## src/rtl/axis_pkt_pkg.sv

```systemverilog
// ---------------------------------------------------------------------------
// axis_pkt_pkg
// Shared types and helpers for the AXI-Stream packet sink.
//   state_t          : packet framing state (IDLE / IN_PKT)
//   desc_t           : per-packet descriptor (bytes, beats, ifg, error bits)
//   popcount_strb    : number of enabled bytes in a strobe word
//   strb_contiguous  : strobe is nonzero and of the form 0..01..1
//   PCAP_*           : constants for the optional pcap dump header
// Strobe helpers take a fixed MAX_STRB-wide argument; callers zero-extend.
// ---------------------------------------------------------------------------
package axis_pkt_pkg;

    localparam int MAX_STRB = 128;

    typedef enum logic [0:0] {
        IDLE   = 1'b0,
        IN_PKT = 1'b1
    } state_t;

    typedef struct packed {
        logic [31:0] bytes;
        logic [15:0] beats;
        logic [31:0] ifg;
        logic        len_err;
        logic        strb_err;
        logic        oversize;
    } desc_t;

    localparam logic [31:0] PCAP_MAGIC_NS  = 32'hA1B2_3C4D;
    localparam logic [15:0] PCAP_VER_MAJOR = 16'd2;
    localparam logic [15:0] PCAP_VER_MINOR = 16'd4;
    localparam logic [31:0] PCAP_SNAPLEN   = 32'd65535;
    localparam logic [31:0] PCAP_LINKTYPE  = 32'd1;

    function automatic logic [7:0] popcount_strb(input logic [MAX_STRB-1:0] strb);
        logic [7:0] cnt;
        cnt = 8'd0;
        for (int i = 0; i < MAX_STRB; i++) begin
            cnt = cnt + {7'd0, strb[i]};
        end
        return cnt;
    endfunction

    // Ones-then-zeros: adding one to a run of low ones carries out of the run
    // and leaves no bit in common with the original value.
    function automatic logic strb_contiguous(input logic [MAX_STRB-1:0] strb);
        return (strb != '0) && ((strb & (strb + MAX_STRB'(1))) == '0);
    endfunction

endpackage

```

## src/rtl/axis_ready_gen.sv

```systemverilog
// ---------------------------------------------------------------------------
// axis_ready_gen
// Registered ready generator for the packet sink.
//   clk, rst     : clock, asynchronous active-high reset
//   force_stall  : holds ready low while high (one-cycle registered lag)
//   s_ready      : registered ready = pattern && !force_stall
// READY_MODE=0 gives a constant-high pattern. READY_MODE=1 runs a phase
// counter 0..READY_PERIOD-1; the pattern is low for the last READY_OFF phases.
// ---------------------------------------------------------------------------
module axis_ready_gen #(
    parameter int READY_MODE   = 0,
    parameter int READY_PERIOD = 4,
    parameter int READY_OFF    = 1
) (
    input  logic clk,
    input  logic rst,
    input  logic force_stall,
    output logic s_ready
);

    localparam int PW = (READY_PERIOD > 2) ? $clog2(READY_PERIOD) : 1;

    logic [PW-1:0] phase_q, phase_d;
    logic          ready_q, ready_d;
    logic          pattern;

    always_comb begin
        phase_d = (phase_q == PW'(READY_PERIOD - 1)) ? '0 : phase_q + PW'(1);
        if (READY_MODE == 0) begin
            pattern = 1'b1;
        end else begin
            pattern = (phase_q < PW'(READY_PERIOD - READY_OFF));
        end
        ready_d = pattern && !force_stall;
    end

    always_ff @(posedge clk or posedge rst) begin
        if (rst) begin
            phase_q <= '0;
            ready_q <= 1'b0;
        end else begin
            phase_q <= phase_d;
            ready_q <= ready_d;
        end
    end

    assign s_ready = ready_q;

endmodule

```

## src/rtl/axis_pkt_sink.sv

```systemverilog
// ---------------------------------------------------------------------------
// axis_pkt_sink
// Receive end of the packet-replay AXI-Stream link. Accepts beats when
// s_valid && s_ready (both sampled on the same rising edge; nothing is
// sampled otherwise), checks strobe framing and length, measures packet size
// and inter-frame gap, and emits a registered one-cycle descriptor per
// completed packet together with running counters.
//   clk, rst            : clock, asynchronous active-high reset
//   s_data/s_strb/s_len : beat payload, byte enables (LSB first), pkt length
//   s_valid/s_eop       : beat valid, last beat of packet
//   s_ready             : registered sink ready (see axis_ready_gen)
//   force_stall         : forces s_ready low
//   desc_*              : descriptor, valid for the single desc_valid cycle
//   pkt_count/byte_count/err_count : running totals, updated with desc_valid
//   state               : current framing state, exposed for checkers
// ---------------------------------------------------------------------------
module axis_pkt_sink
    import axis_pkt_pkg::*;
#(
    parameter int    AXIS_WIDTH    = 512,
    parameter int    READY_MODE    = 0,
    parameter int    READY_PERIOD  = 4,
    parameter int    READY_OFF     = 1,
    parameter int    CHECK_LEN     = 1,
    parameter int    MAX_BEATS     = 190,
    parameter string DUMP_FILENAME = "sink_out.pcap",
    parameter int    CLOCK_FREQ_HZ = 322265625
) (
    input  logic                    clk,
    input  logic                    rst,
    input  logic [AXIS_WIDTH-1:0]   s_data,
    input  logic [AXIS_WIDTH/8-1:0] s_strb,
    input  logic [47:0]             s_len,
    input  logic                    s_valid,
    input  logic                    s_eop,
    output logic                    s_ready,
    input  logic                    force_stall,
    output logic                    desc_valid,
    output logic [31:0]             desc_bytes,
    output logic [15:0]             desc_beats,
    output logic [31:0]             desc_ifg,
    output logic                    desc_len_err,
    output logic                    desc_strb_err,
    output logic                    desc_oversize,
    output logic [31:0]             pkt_count,
    output logic [63:0]             byte_count,
    output logic [15:0]             err_count,
    output state_t                  state
);

    localparam int BPB = AXIS_WIDTH / 8;

    axis_ready_gen #(
        .READY_MODE   (READY_MODE),
        .READY_PERIOD (READY_PERIOD),
        .READY_OFF    (READY_OFF)
    ) u_ready (
        .clk         (clk),
        .rst         (rst),
        .force_stall (force_stall),
        .s_ready     (s_ready)
    );

    state_t        state_q, state_d;
    logic          first_pkt_q, first_pkt_d;
    logic [31:0]   ifg_cnt_q, ifg_cnt_d;
    logic [31:0]   ifg_rec_q, ifg_rec_d;
    logic [47:0]   len_q, len_d;
    logic [15:0]   beats_q, beats_d;
    logic [31:0]   bytes_q, bytes_d;
    logic          len_err_q, len_err_d;
    logic          strb_err_q, strb_err_d;
    desc_t         desc_q, desc_d;
    logic          desc_valid_q, desc_valid_d;
    logic [31:0]   pkt_count_q, pkt_count_d;
    logic [63:0]   byte_count_q, byte_count_d;
    logic [15:0]   err_count_q, err_count_d;

    logic [MAX_STRB-1:0] strb_ext;
    logic [31:0]         pop32;
    logic                accept, is_idle;
    logic [15:0]         beats_nxt;
    logic [31:0]         bytes_nxt;
    logic [31:0]         ifg_nxt;
    logic [47:0]         len_ref;
    logic                strb_bad, strb_err_nxt, len_err_nxt;
    desc_t               desc_n;

    always_comb begin
        strb_ext = '0;
        strb_ext[BPB-1:0] = s_strb;
    end

    assign pop32   = {24'd0, popcount_strb(strb_ext)};
    assign accept  = s_valid && s_ready;
    assign is_idle = (state_q == IDLE);

    always_comb begin
        // Packet accumulators as they would stand after accepting this beat.
        beats_nxt    = is_idle ? 16'd1
                     : ((beats_q == 16'hFFFF) ? beats_q : beats_q + 16'd1);
        bytes_nxt    = (is_idle ? 32'd0 : bytes_q) + pop32;
        strb_bad     = s_eop ? !strb_contiguous(strb_ext) : !(&s_strb);
        strb_err_nxt = (!is_idle && strb_err_q) || strb_bad;
        len_ref      = is_idle ? s_len : len_q;
        len_err_nxt  = !is_idle && (len_err_q || (s_len != len_q));
        ifg_nxt      = is_idle ? (first_pkt_q ? 32'd0 : ifg_cnt_q) : ifg_rec_q;

        desc_n.bytes    = bytes_nxt;
        desc_n.beats    = beats_nxt;
        desc_n.ifg      = ifg_nxt;
        desc_n.len_err  = (CHECK_LEN != 0) &&
                          (len_err_nxt || ({16'd0, bytes_nxt} != len_ref));
        desc_n.strb_err = strb_err_nxt;
        desc_n.oversize = ({16'd0, beats_nxt} > 32'(MAX_BEATS));

        state_d      = state_q;
        first_pkt_d  = first_pkt_q;
        ifg_cnt_d    = ifg_cnt_q;
        ifg_rec_d    = ifg_rec_q;
        len_d        = len_q;
        beats_d      = beats_q;
        bytes_d      = bytes_q;
        len_err_d    = len_err_q;
        strb_err_d   = strb_err_q;
        desc_d       = desc_q;
        desc_valid_d = 1'b0;
        pkt_count_d  = pkt_count_q;
        byte_count_d = byte_count_q;
        err_count_d  = err_count_q;

        if (is_idle && (ifg_cnt_q != 32'hFFFF_FFFF)) begin
            ifg_cnt_d = ifg_cnt_q + 32'd1;
        end

        if (accept) begin
            beats_d    = beats_nxt;
            bytes_d    = bytes_nxt;
            strb_err_d = strb_err_nxt;
            len_err_d  = len_err_nxt;
            len_d      = len_ref;
            ifg_rec_d  = ifg_nxt;
            if (s_eop) begin
                // Completion: descriptor and totals land on the same edge.
                state_d      = IDLE;
                ifg_cnt_d    = 32'd0;
                first_pkt_d  = 1'b0;
                desc_d       = desc_n;
                desc_valid_d = 1'b1;
                pkt_count_d  = pkt_count_q + 32'd1;
                byte_count_d = byte_count_q + {32'd0, bytes_nxt};
                if ((desc_n.len_err || desc_n.strb_err || desc_n.oversize) &&
                    (err_count_q != 16'hFFFF)) begin
                    err_count_d = err_count_q + 16'd1;
                end
            end else begin
                state_d = IN_PKT;
            end
        end
    end

    always_ff @(posedge clk or posedge rst) begin
        if (rst) begin
            state_q      <= IDLE;
            first_pkt_q  <= 1'b1;
            ifg_cnt_q    <= '0;
            ifg_rec_q    <= '0;
            len_q        <= '0;
            beats_q      <= '0;
            bytes_q      <= '0;
            len_err_q    <= 1'b0;
            strb_err_q   <= 1'b0;
            desc_q       <= '0;
            desc_valid_q <= 1'b0;
            pkt_count_q  <= '0;
            byte_count_q <= '0;
            err_count_q  <= '0;
        end else begin
            state_q      <= state_d;
            first_pkt_q  <= first_pkt_d;
            ifg_cnt_q    <= ifg_cnt_d;
            ifg_rec_q    <= ifg_rec_d;
            len_q        <= len_d;
            beats_q      <= beats_d;
            bytes_q      <= bytes_d;
            len_err_q    <= len_err_d;
            strb_err_q   <= strb_err_d;
            desc_q       <= desc_d;
            desc_valid_q <= desc_valid_d;
            pkt_count_q  <= pkt_count_d;
            byte_count_q <= byte_count_d;
            err_count_q  <= err_count_d;
        end
    end

    assign desc_valid    = desc_valid_q;
    assign desc_bytes    = desc_q.bytes;
    assign desc_beats    = desc_q.beats;
    assign desc_ifg      = desc_q.ifg;
    assign desc_len_err  = desc_q.len_err;
    assign desc_strb_err = desc_q.strb_err;
    assign desc_oversize = desc_q.oversize;
    assign pkt_count     = pkt_count_q;
    assign byte_count    = byte_count_q;
    assign err_count     = err_count_q;
    assign state         = state_q;

    logic unused_cfg;
    assign unused_cfg = ^{s_data, (DUMP_FILENAME != ""), (CLOCK_FREQ_HZ != 0),
                          PCAP_MAGIC_NS, PCAP_VER_MAJOR, PCAP_VER_MINOR,
                          PCAP_SNAPLEN, PCAP_LINKTYPE};

endmodule

```

## config.mk

```make
export PLATFORM = sky130hd
export DESIGN_NAME = axis_pkt_sink
export DESIGN_NICKNAME = d
export VERILOG_FILES = /design/src/rtl/axis_pkt_pkg.sv /design/src/rtl/axis_ready_gen.sv /design/src/rtl/axis_pkt_sink.sv
export SDC_FILE = /design/constraint.sdc
export NUM_CORES = 1
export LEC_CHECK = 0
export CORE_AREA = 2 2 324 326
export CTS_CLUSTER_DIAMETER = 80
export DETAILED_ROUTE_END_ITERATION = 6
export DIE_AREA = 0 0 326 328
export HOLD_SLACK_MARGIN = 0.06
export SLEW_MARGIN = 20
export SYNTH_ARGS = -nofsm -noshare
export SYNTH_HDL_FRONTEND = slang
export SYNTH_SLANG_ARGS = --single-unit
```

## constraint.sdc

```tcl
create_clock -name clk -period 11.9 [get_ports clk]
set_input_delay 1.19 -clock clk [delete_from_list [all_inputs] [get_ports clk]]
set_output_delay 1.19 -clock clk [all_outputs]
set_load 0.01 [all_outputs]
```

Word level (Yosys, flattened, before mapping)
Cells that the tools add are included.
Cells by class
  add/subtract/negate cells: 70
  order comparisons: 1
  eq/ne operators: 5
  muxes and demuxes: 13
  bitwise logic cells: 2
  reductions and logical operators: 19
Operators by type and width (count)
  $add A8 B1 Y8: 56
  $mux W32: 6
  $logic_not A128 Y1: 1
  $reduce_bool A128 Y1: 1
  $add A64 B1 Y65 const B: 1
  $and A64 B65 Y65: 1
  $add A32 B1 Y32 const B: 2
  $add A64 B32 Y64: 1
  $reduce_and A64 Y1: 1
  $mux W48: 1
  $ne A32 B48 Y1: 1
  $ne A48 B48 Y1: 1
  $add A16 B1 Y16 const B: 2
  $add A32 B8 Y32: 1
  $mux W16: 2
  $ne A32 B32 Y1 const B: 1
  $eq A16 B16 Y1 const B: 1
  $gt A16 B8 Y1 const B: 1
  $ne A16 B16 Y1 const B: 1
  $add A7 B1 Y8: 1
  $add A6 B1 Y7: 1
  $add A5 B1 Y6: 1
  $logic_and A1 B1 Y1: 6
  $add A4 B1 Y5: 1
  9 further kinds: 18
Storage, ports and cells
  register bits after elaboration: 361
  output and inout bits: 198
  logic and storage cells: 130

Longest topological paths before layout
Gate-level depths: netlist (run 1).
  word-level depth: 70
  mapped depth: 43
  gate-level depth less buffers: 35

Modules after synthesis
A second synthesis (run 1) with hierarchy kept.
Unflattened totals
  cells, all modules: 2472
  area, all modules: 22442.8 sq um
By module, submodules not included
  axis_pkt_sink: times used 1, cells each 2469, area an instance 22410.2 sq um, seq. area each 9009.9 sq um
  axis_ready_gen: times used 1, cells each 3, area an instance 32.5 sq um, seq. area each 25.0 sq um

Worst setup path after synthesis (run 1)
No wires, ideal clock.
  kind: register to register
  start point: reg state_q, in the netlist state
  end point: reg byte_count_q[54], in the netlist byte_count[54]
  setup time: 0.127 ns
  data arrival time: 9.827 ns
  data required time: 11.773 ns
  path slack: 1.946 ns
  stages on the path, launching flop included: 38
  buffers on the path: 10
  path through: dfrtp_1 buf_6 buf_8 buf_8 buf_8 buf_12 buf_8 clkbuf_1 clkbuf_1 clkbuf_1 nand2_1 fa_1 fa_1 fa_1 fa_1 fa_1 fa_1 fa_1 [... 2 more ...] and2b_1 o221a_2 o221ai_2 a21oi_1 nand2_1 xnor2_1 inv_1 ha_1 and3_1 and2_1 o211a_1 o2111ai_1 a211oi_1 o31ai_1 a21oi_1 clkbuf_1 nand3_1 xnor2_1
Between the ends
  word-level cells in the longest chain between the ends: 3
Ends and longest elaborated chain
  from (decl): line axis_pkt_sink.sv:64  | state_t state_q, state_d;
  from (signal assigned): line axis_pkt_sink.sv:179  | state_q <= state_d;
  $mux W32: line axis_pkt_sink.sv:102  | bytes_nxt = (is_idle ? 32'd0 : bytes_q) + pop32;
  $add A32 B8 Y32: line axis_pkt_sink.sv:102
  named net bytes_nxt[16]: line axis_pkt_sink.sv:83  | logic [31:0] bytes_nxt;
  $add A64 B32 Y64: line axis_pkt_sink.sv:151  | byte_count_d = byte_count_q + {32'd0, bytes_nxt};
  to (signal assigned): line axis_pkt_sink.sv:191  | byte_count_q <= byte_count_d;
  to (decl): line axis_pkt_sink.sv:76  | logic [63:0] byte_count_q, byte_count_d;
The timed path passes the listed nets, and every way through them passes these cells.
A chain may end at the register's enable or synchronous reset.

Final worst setup path (run 1)
  start point: in s_strb[37]
  end point: reg byte_count_q[48], in the netlist byte_count[48]
Between the ends
  word-level cells in the longest chain between the ends: 29
Ends and longest elaborated chain
  from (decl): line axis_pkt_sink.sv:32  | input logic [AXIS_WIDTH/8-1:0] s_strb,
  $add A8 B1 Y8 (27 in series): line axis_pkt_pkg.sv:39  | cnt = cnt + {7'd0, strb[i]};
  $add A32 B8 Y32: line axis_pkt_sink.sv:102
  named net bytes_nxt[8]: line axis_pkt_sink.sv:83
  $add A64 B32 Y64: line axis_pkt_sink.sv:151
The timed path passes the listed nets, and every way through them passes these cells.

==> flow_summary.yaml, run 1 <==
route:
  drc_errors: 0
  wirelength_um: 87200
  viasPerCell: 4.74
  postRouteAntennaNets: 0
  first_iter_violations: 1344
  vias: 20600
  wl_per_cell_um: 20.1
  drt_first_pass_iters: 5
worst_setup_path:
  path_class: "in2reg"
  reg2reg_depth: 28
  crit_path_end_kind: "flip-flop"
  crit_top_cell: "fa_1"
  r2r_end: "byte_count[48]"
  cp_slowest_cell: "clkdlybuf4s50_1"
  cp.required_ns: 12.38
  cp_data_arrival_time_ns: 11.30
  max_stage_delay_ns: 0.65
  startpoint: "s_strb[37]"
  reg2reg_slack_ns: 2.48
  cp_max_fo: 15
  regToRegStartpoint: "state"
  critPathLaunchType: "input pin"
die:
  die_area_mm2: 0.107
  initial_core_util: 0.230
  core_area_mm2: 0.103
  die_h_um: 328
  ioPinCount: 827
  rows: 118
  die_w_um: 326
power_and_ir_drop:
  peakVddDrop_uv: 819
  power-per-cell-area_mw_per_mm2: 382
  finalPower_w: 0.0115
  p_leak_nw: 12.7
yosys:
  yosysSeqAreaShare: 0.381
  synth_edf_count: 0
  synth_ff_type: "dfrtp_1"
  synth_compound_area_frac: 0.143
  syn_inst: 2617
  syn_area_mm2: 0.0237
  synth_nets: 3369
  synthSimpleGateAreaFrac: 0.213
  avgSynthCellArea_um2: 9.06
  synth_cell_types: 105
  ys_warn_count: 0
  synth_mux_area_frac: 0.0323
  synth_xor_area_frac: 0.0984
  synthAdderAreaFrac: 0.0829
  ys_async_sr_fraction: 1.00
  synth_top_family_by_area: "simple AND/OR/NAND/NOR gates"
  synth-seq-cells: 361
timing:
  whs_ns: 0.467
  setup_viol: 0
  slew_headroom: 0.366
  min_period_ns: 10.83
  max_freq_mhz: 92.4
  rsz0062_at_grt: "no"
  tightest_slew_ns: 0.951
  finalMaxSlewViolations: 0
  skew_ns: 0.0327
  hold_violations: 0
  tns_ns: 0
  post-route-period-util: 0.910
  worst_slack_ns: 1.07
grt:
  grt_max_degree: 112
  grt_pass1_wl_um: 131000
  overflow: 0
  grt.total_usage: 0.159
  grt_pass1_vias: 20400
  grt_antenna_before_repair: 10
run:
  maxCapViolations: 0
cells_and_area:
  fillCellCount: 10800
  multi_input_area_mm2: 0.0135
  drive_gt1_frac: 0.0857
  seq_area_mm2: 0.00904
  final_common_cell: "nand2_1"
  finish.net_count: 3683
  syn2layout_area_growth_pct: 26.9
  finish.utilization: 0.292
  final_cell_mix: "360 x nand2_1, 359 x dfrtp_1, 314 x clkdlybuf4s50_1"
clocking:
  hold_buffers: 0
  root_buffer: "clkbuf_16"
  clock_latency_ns: 0.61
  cts_max_path_buffers: 3
  cts_resized: 0
  cts_tree: "done"
  path_clk_slew_ns: 0.06
  htree_num_levels: 2
  post-cts-setup-buffers: 0
  clock-sinks: 361
  numCtsBuffers: 45
run_status:
  status: "finished clean"
worst_hold_path:
  hold_end: "byte_count[63]"
  hold_class: "reg2reg"
  hp-start: "byte_count[63]"
  hold_path_depth: 1
placement:
  io_buffers: 314
  place_ws_ns: 0.517
  dpl.hpwl_um: 68900
  gp_congestion: 1.00
-- registers in the layout, summed over array words and instances (netlist names), 16 cells and up --
signal / count
bytes_q: 32
desc_bytes: 32
desc_beats: 16
byte_count: 64
len_q: 48
ifg_rec_q: 32
err_count: 16
desc_ifg: 32
beats_q: 16
pkt_count: 32
ifg_cnt_q: 32
-- worst max-delay path, delay by kind of cell --
| kind | cells | cell delay [ns] |
|---|---|---|
| buffers and inverters | 7 | 1.37 |
| and+or+nand+nor | 3 | 0.49 |
| AOI/OAI and AO/OA | 9 | 2.50 |
| xor gates and xnor gates | 2 | 0.42 |
| adders and majority gates | 11 | 5.30 |
-- metal layers --
metal | part of all wire | vias to the layer above | track usage
li1 | - | 9799 | -
met1 | 0.44 | 10100 | 0.208
met2 | 0.47 | 583 | 0.260
met3 | 0.052 | 172 | 0.0287
met4 | 0.037 | 2 | 0.0589
met5 | 0.00018 | - | 0
-- cell families after synthesis --
family,after synthesis
buffers and inverters,277
muxes,70
AOI/OAI and AO/OA,531
DFF,361
adders and majority gates,123
and+or+nand+nor,1002
xor gates and xnor gates,253
-- worst max-delay path by stage --
stage,slack (ns),to
final,1.07,byte_count[48]
after global routing,0.54,byte_count[48]
after CTS,1.10,byte_count[48]
after detailed placement,0.52,byte_count[48]
after global placement,0.46,byte_count[45]
after floorplan,0.69,beats_q[0]
-- layout make-up --
cell class | count | area share
multi-input combinational | 1979 | 0.450
clock inverter | 20 | 0.00823
timing repair buffer | 383 | 0.122
inverter | 161 | 0.0203
clock buffer | 61 | 0.0421
antenna | 1 | 0.0000831
sequential | 361 | 0.300
tap | 1380 | 0.0573
-- power breakdown --
part	internal, W	switching, W	total, W
sequential	0.00142	0.000159	0.00158
combinational	0.00338	0.00514	0.00853
clock	0.000803	0.000594	0.00140
total	0.00560	0.00590	0.0115
-- synthesized netlist by cell type (7+ instances only) --
master / number / area [um^2]
a2111oi_0: 7 / 61.3
a211oi_1: 12 / 90.1
a21boi_0: 9 / 67.6
a21o_1: 24 / 180
a21oi_1: 104 / 521
a21oi_2: 11 / 96.3
a31oi_1: 12 / 75.1
and2_1: 31 / 194
and3_1: 33 / 206
and4_1: 21 / 184
buf_2: 22 / 110
clkbuf_1: 78 / 293
dfrtp_1: 360 / 9010
fa_1: 57 / 1140
ha_1: 66 / 826
inv_1: 159 / 597
mux2_2: 49 / 552
mux2i_1: 20 / 200
nand2_1: 363 / 1360
nand2b_1: 50 / 313
nand3_1: 96 / 480
nand3b_1: 8 / 60.1
nand4_1: 90 / 563
nor2_1: 150 / 563
nor2b_1: 12 / 75.1
nor3_1: 35 / 175
nor4_1: 50 / 313
nor4b_1: 7 / 61.3
o2111ai_1: 11 / 96.3
o21ai_0: 226 / 1130
o22ai_1: 10 / 62.6
o31ai_1: 18 / 135
or2_2: 8 / 50.1
or3_1: 13 / 81.3
xnor2_1: 171 / 1500
xnor3_1: 7 / 158
xor2_1: 73 / 639
-- stage by stage --
step / cells / instance area, um^2
after floorplan: 2617 / 23700
after global placement: 4264 / 28600
after detailed placement: 4264 / 28600
after CTS: 4345 / 30100
after global routing: 4345 / 30100
final: 4346 / 30100
(Power assumes the default switching activity.)
==> run 2: changes to the inputs <==
- HOLD_SLACK_MARGIN: 0.06 -> 0.1
- SLEW_MARGIN: 20 -> not set
- clock period: 11.9 -> 9.04 ns (I/O delays scaled with it)
==> run 2 against run 1 <==
  * Non-clock buffer count increased by 215
  * Flip-flop and latch count unchanged
  * Critical path depth unchanged
  * Core utilization increased by 2.2 points
  * Worst hold slack got worse by 0.0038 ns
  * Final cell count increased by 5.0%
  * Via count increased by 4.0%
  * Routed wire length increased by 3.9%
  * Die area unchanged
  * Critical endpoint unchanged
==> flow_summary.yaml, run 2 (synthesis gave the netlist of run 1 again) <==
run_status:
  status: "finished clean"
clocking:
  cts_max_path_buffers: 3
  htree_num_levels: 2
  cts_tree: "done"
  clock-sinks: 361
  clock_latency_ns: 0.60
  numCtsBuffers: 42
  path_clk_slew_ns: 0.06
  root_buffer: "clkbuf_16"
timing:
  rsz0062_at_grt: "yes"
  tns_ns: 0
  post-route-period-util: 0.985
  whs_ns: 0.464
  skew_ns: 0.0242
  slew_headroom: 0.204
  worst_slack_ns: 0.140
  tightest_slew_ns: 1.19
  setup_viol: 0
  min_period_ns: 8.90
  hold_violations: 0
  finalMaxSlewViolations: 0
  max_freq_mhz: 112
placement:
  io_buffers: 314
  place_ws_ns: -1.06
  gp_congestion: 0.954
  dpl.hpwl_um: 71500
worst_setup_path:
  reg2reg_slack_ns: 0.66
  regToRegStartpoint: "state"
  max_stage_delay_ns: 0.56
  path_class: "in2reg"
  cp_max_fo: 5
  cp_data_arrival_time_ns: 9.39
  critPathLaunchType: "input pin"
  path_buf_inv: 6
  cp_slowest_cell: "fa_1"
  crit_path_end_kind: "flip-flop"
  r2r_end: "byte_count[48]"
  cp.required_ns: 9.53
  crit_top_cell: "fa_1"
  crit_family: "adder cells"
  reg2reg_depth: 28
route:
  wl_per_cell_um: 19.8
  wirelength_um: 90600
  drc_errors: 0
  drt_first_pass_iters: 5
  first_iter_violations: 1308
  vias: 21500
  viasPerCell: 4.70
  postRouteAntennaNets: 0
run:
  maxCapViolations: 0
cells_and_area:
  final_common_cell: "dfrtp_1"
  seq_area_mm2: 0.00904
  drive_gt1_frac: 0.188
  finish.net_count: 3896
  syn2layout_area_growth_pct: 36.5
  finish.utilization: 0.314
  largest_reg_flops: 64
  multi_input_area_mm2: 0.0142
  fillCellCount: 10700
  final_cell_mix: "359 x dfrtp_1, 350 x nand2_1, 281 x clkdlybuf4s50_1"
worst_hold_path:
  hp-start: "desc_beats[1]"
  hold_class: "reg2reg"
  hold_end: "desc_beats[1]"
  hold_path_depth: 2
die:
  initial_core_util: 0.230
  core_area_mm2: 0.103
  ioPinCount: 827
  rows: 118
  die_w_um: 326
  die_h_um: 328
  die_area_mm2: 0.107
grt:
  grt_max_degree: 154
  grt_pass1_wl_um: 134000
  overflow: 0
  grt.total_usage: 0.164
  grt_pass1_vias: 21100
  grt_antenna_before_repair: 35
-- run 2: changes by cell type in the layout (fill, tap and decap cells not counted), sizes merged --
cell           before  now
diode               1    9
clkbuf             61   73
buf                69  286
clkinv             11    4
o31a                5    6
dlymetal6s2s        0   10
clkdlybuf4s50     314  281
bufinv              2    5
dlygate4sd2         0    5
clkdlybuf4s15       0    1
-- run 2: area by class of cell --
cell class / count / area share
antenna: 9 / 0.000695
clock buffer: 58 / 0.0377
clock inverter: 16 / 0.00827
inverter: 161 / 0.0189
multi-input combinational: 1980 / 0.438
sequential: 361 / 0.279
tap: 1380 / 0.0533
timing repair buffer: 598 / 0.164
-- run 2: through the flow --
| step | instances | area, um^2 |
|---|---|---|
| floorplan | 2617 | 24000 |
| global placement | 4459 | 30200 |
| detailed placement | 4459 | 30200 |
| CTS | 4541 | 32000 |
| global route | 4557 | 32400 |
| finish | 4563 | 32400 |
-- run 2: worst max-delay path by stage --
stage                     from             end  slack [ns]  cells past startpoint
finish              s_strb[53]  byte_count[48]        0.14                     32
global route        s_strb[53]  byte_count[61]       -0.08                     34
CTS                 s_strb[23]  byte_count[48]       -0.02                     32
detailed placement  s_strb[37]  byte_count[53]       -1.06                     36
global placement    s_strb[35]  byte_count[53]       -1.05                     30
floorplan           s_strb[35]  byte_count[54]       -0.06                     33
-- run 2: worst register-to-register path, delay by kind of cell, from the launching register on --
family	cells	cell delay [ns]
AO/OA/AOI/OAI	8	1.76
buffers and inverters	2	0.24
AND/OR/NAND/NOR	6	0.96
flip-flops	1	0.56
adder cells (fa/ha/maj)	10	4.40
XOR/XNOR	2	0.35
-- run 2: timing repair --
| action | CTS | global route |
|---|---|---|
| pin swaps | 36 | 47 |
| gates cloned | 1 | 1 |
| hold buffers | 0 | 0 |
| resized for setup | 71 | 119 |
| endpoints found under the setup margin | 54 | 65 |
| setup buffers | 7 | 12 |
-- run 2: layer usage --
metal  wire [um]  vias up  global-route usage  share of wire
met3        7780      190              0.0591          0.086
met5         255        -                   0         0.0028
met1       37800    10400               0.204           0.42
met2       41800      617               0.265           0.46
li1            -    10200                   -              -
met4        2920       40              0.0499          0.032
Power of run 2 is not shown: default switching activity piles up to over one toggle a cycle in this logic, so the estimate is an artifact.
==> run 3: changes to the inputs <==
- ABC_AREA: not set -> 1
- CAP_MARGIN: not set -> 10
- CORE_AREA: 2 2 324 326 -> 2 2 319 321
- DIE_AREA: 0 0 326 328 -> 0 0 321 323
- REMOVE_ABC_BUFFERS: not set -> 1
==> run 3 against run 2 <==
  * Worst hold slack got worse by 0.0062 ns
  * Clock skew grew 0.016 ns
  * Sequential share of layout area is 0.74 points lower
  * Critical path type unchanged
==> flow_summary.yaml, run 3 <==
worst_setup_path:
  crit_top_cell: "fa_1"
  max_stage_delay_ns: 0.56
  cp_data_arrival_time_ns: 9.24
  cp_slowest_cell: "fa_2"
  path_buf_inv: 9
  crit_path_end_kind: "flip-flop"
  crit_family: "adder cells"
  path_class: "in2reg"
  cp_max_fo: 3
  critPathLaunchType: "input pin"
  cp.required_ns: 9.53
placement:
  dpl.hpwl_um: 73900
  gp_congestion: 0.958
  place_ws_ns: -0.892
  io_buffers: 314
grt:
  overflow: 0
  grt_max_degree: 141
  grt_pass1_wl_um: 141000
  grt.total_usage: 0.176
  grt_pass1_vias: 23700
  grt_antenna_before_repair: 28
cells_and_area:
  finish.net_count: 4795
  largest_reg_flops: 64
  seq_area_mm2: 0.00904
  syn2layout_area_growth_pct: 35.7
  fillCellCount: 10700
  drive_gt1_frac: 0.128
  final_common_cell: "nand2_1"
  multi_input_area_mm2: 0.0139
  final_cell_mix: "1046 x nand2_1, 417 x inv_1, 370 x o21ai_0"
route:
  wirelength_um: 93200
  drt_first_pass_iters: 7
  postRouteAntennaNets: 0
  wl_per_cell_um: 17.3
  vias: 24400
  drc_errors: 0
  first_iter_violations: 1795
  viasPerCell: 4.54
timing:
  max_freq_mhz: 114
  tightest_slew_ns: 0.972
  hold_violations: 0
  post-route-period-util: 0.968
  worst_slack_ns: 0.293
  finalMaxSlewViolations: 0
  skew_ns: 0.0403
  slew_headroom: 0.352
  min_period_ns: 8.75
  setup_viol: 0
yosys:
  yosysSeqAreaShare: 0.369
  synth_common_cells: "1074 x nand2_1, 422 x inv_1, 376 x o21ai_0"
  avgSynthCellArea_um2: 7.09
  syn_inst: 3459
  yosys.area.top_type_share: 0.368
  synth-seq-cells: 361
  synth_cell_types: 53
  ys_warn_count: 0
  yosysMostFrequentCell: "nand2_1"
  synth_edf_count: 0
  ys_async_sr_fraction: 1.00
  synth_ff_type: "dfrtp_1"
  synth_top_area_cell: "dfrtp_1"
  syn_area_mm2: 0.0245
  yosys-top-cells-area: "dfrtp_1 37%, nand2_1 16%, o21ai_0 7.7%, inv_1 6.5%, nor2_1 5.3%"
die:
  core_area_mm2: 0.101
  die_area_mm2: 0.104
  ioPinCount: 827
  die_h_um: 323
  initial_core_util: 0.243
  rows: 117
  die_w_um: 321
worst_hold_path:
  hold_class: "reg2reg"
clocking:
  htree_num_levels: 2
  cts_tree: "done"
  numCtsBuffers: 45
  clock_latency_ns: 0.61
  cts_max_path_buffers: 3
  clock-sinks: 361
  hold_buffers: 0
  root_buffer: "clkbuf_16"
  path_clk_slew_ns: 0.06
run_status:
  status: "finished clean"
run:
  maxCapViolations: 0
## run 3: final cells by class
type	count	area share
Multi-Input combinational cell	2581	0.418
Sequential cell	361	0.272
Timing Repair Buffer	630	0.167
Tap cell	1309	0.0492
Inverter	424	0.0481
Clock buffer	57	0.0367
Clock inverter	21	0.00857
Antenna cell	4	0.000301
## run 3: stage by stage
stage / cell area (um^2) / setup TNS, ns / std cells / util / hold slack, ns
2_1_floorplan: 24100 / -791.79 / 3366 / - / 0.423
3_3_place_gp: 31300 / -34.37 / 5296 / 0.310 / 0.441
3_5_place_dp: 31300 / -36.64 / 5296 / 0.310 / 0.447
4_1_cts: 32800 / 0 / 5374 / 0.326 / 0.459
5_1_grt: 33300 / -0.0138 / 5384 / 0.330 / 0.491
6_report: 33300 / 0 / 5387 / 0.330 / 0.457
## run 3: path summary, 6_finish.rpt
check | slack, ns | end | from | cells past startpoint
max | 0.29 | byte_count[48] | s_strb[37] | 35
min | 0.46 | ifg_cnt_q[2] | ifg_cnt_q[2] | 1
max reg2reg | 1.16 | byte_count[48] | state | 31
min reg2reg | 0.46 | ifg_cnt_q[2] | ifg_cnt_q[2] | 1
max in group asynchronous | 6.74 | ifg_cnt_q[21] | rst | 3
min in group asynchronous | 0.83 | len_q[16] | rst | 2
## run 3: timing repair
action | 4_1_cts | 5_1_grt
endpoints found under the setup margin | 37 | 45
pin swaps | 2 | 15
resized for setup | 20 | 79
buffers inserted | 0 | 9
## run 3: logic make-up (layout without fill, tap and decap cells)
group | after synthesis | count (layout) | share of synthesized area
multiplexers | 3 | 3 | 0.00123
adder cells (fa/ha/maj) | 123 | 123 | 0.0802
XOR/XNOR | 141 | 141 | 0.0535
buffers and inverters | 517 | 1132 | 0.0812
AND/OR/NAND/NOR | 1807 | 1807 | 0.306
flip-flops | 361 | 361 | 0.369
AO/OA/AOI/OAI | 507 | 507 | 0.109
other | 0 | 4 | 0
## run 3: layer usage
layer,global-route usage,share of wire
met2,0.292,0.47
met1,0.221,0.43
met4,0.0620,0.036
met3,0.0453,0.064
met5,0,0.0030
Power of run 3 is left out for the same reason.
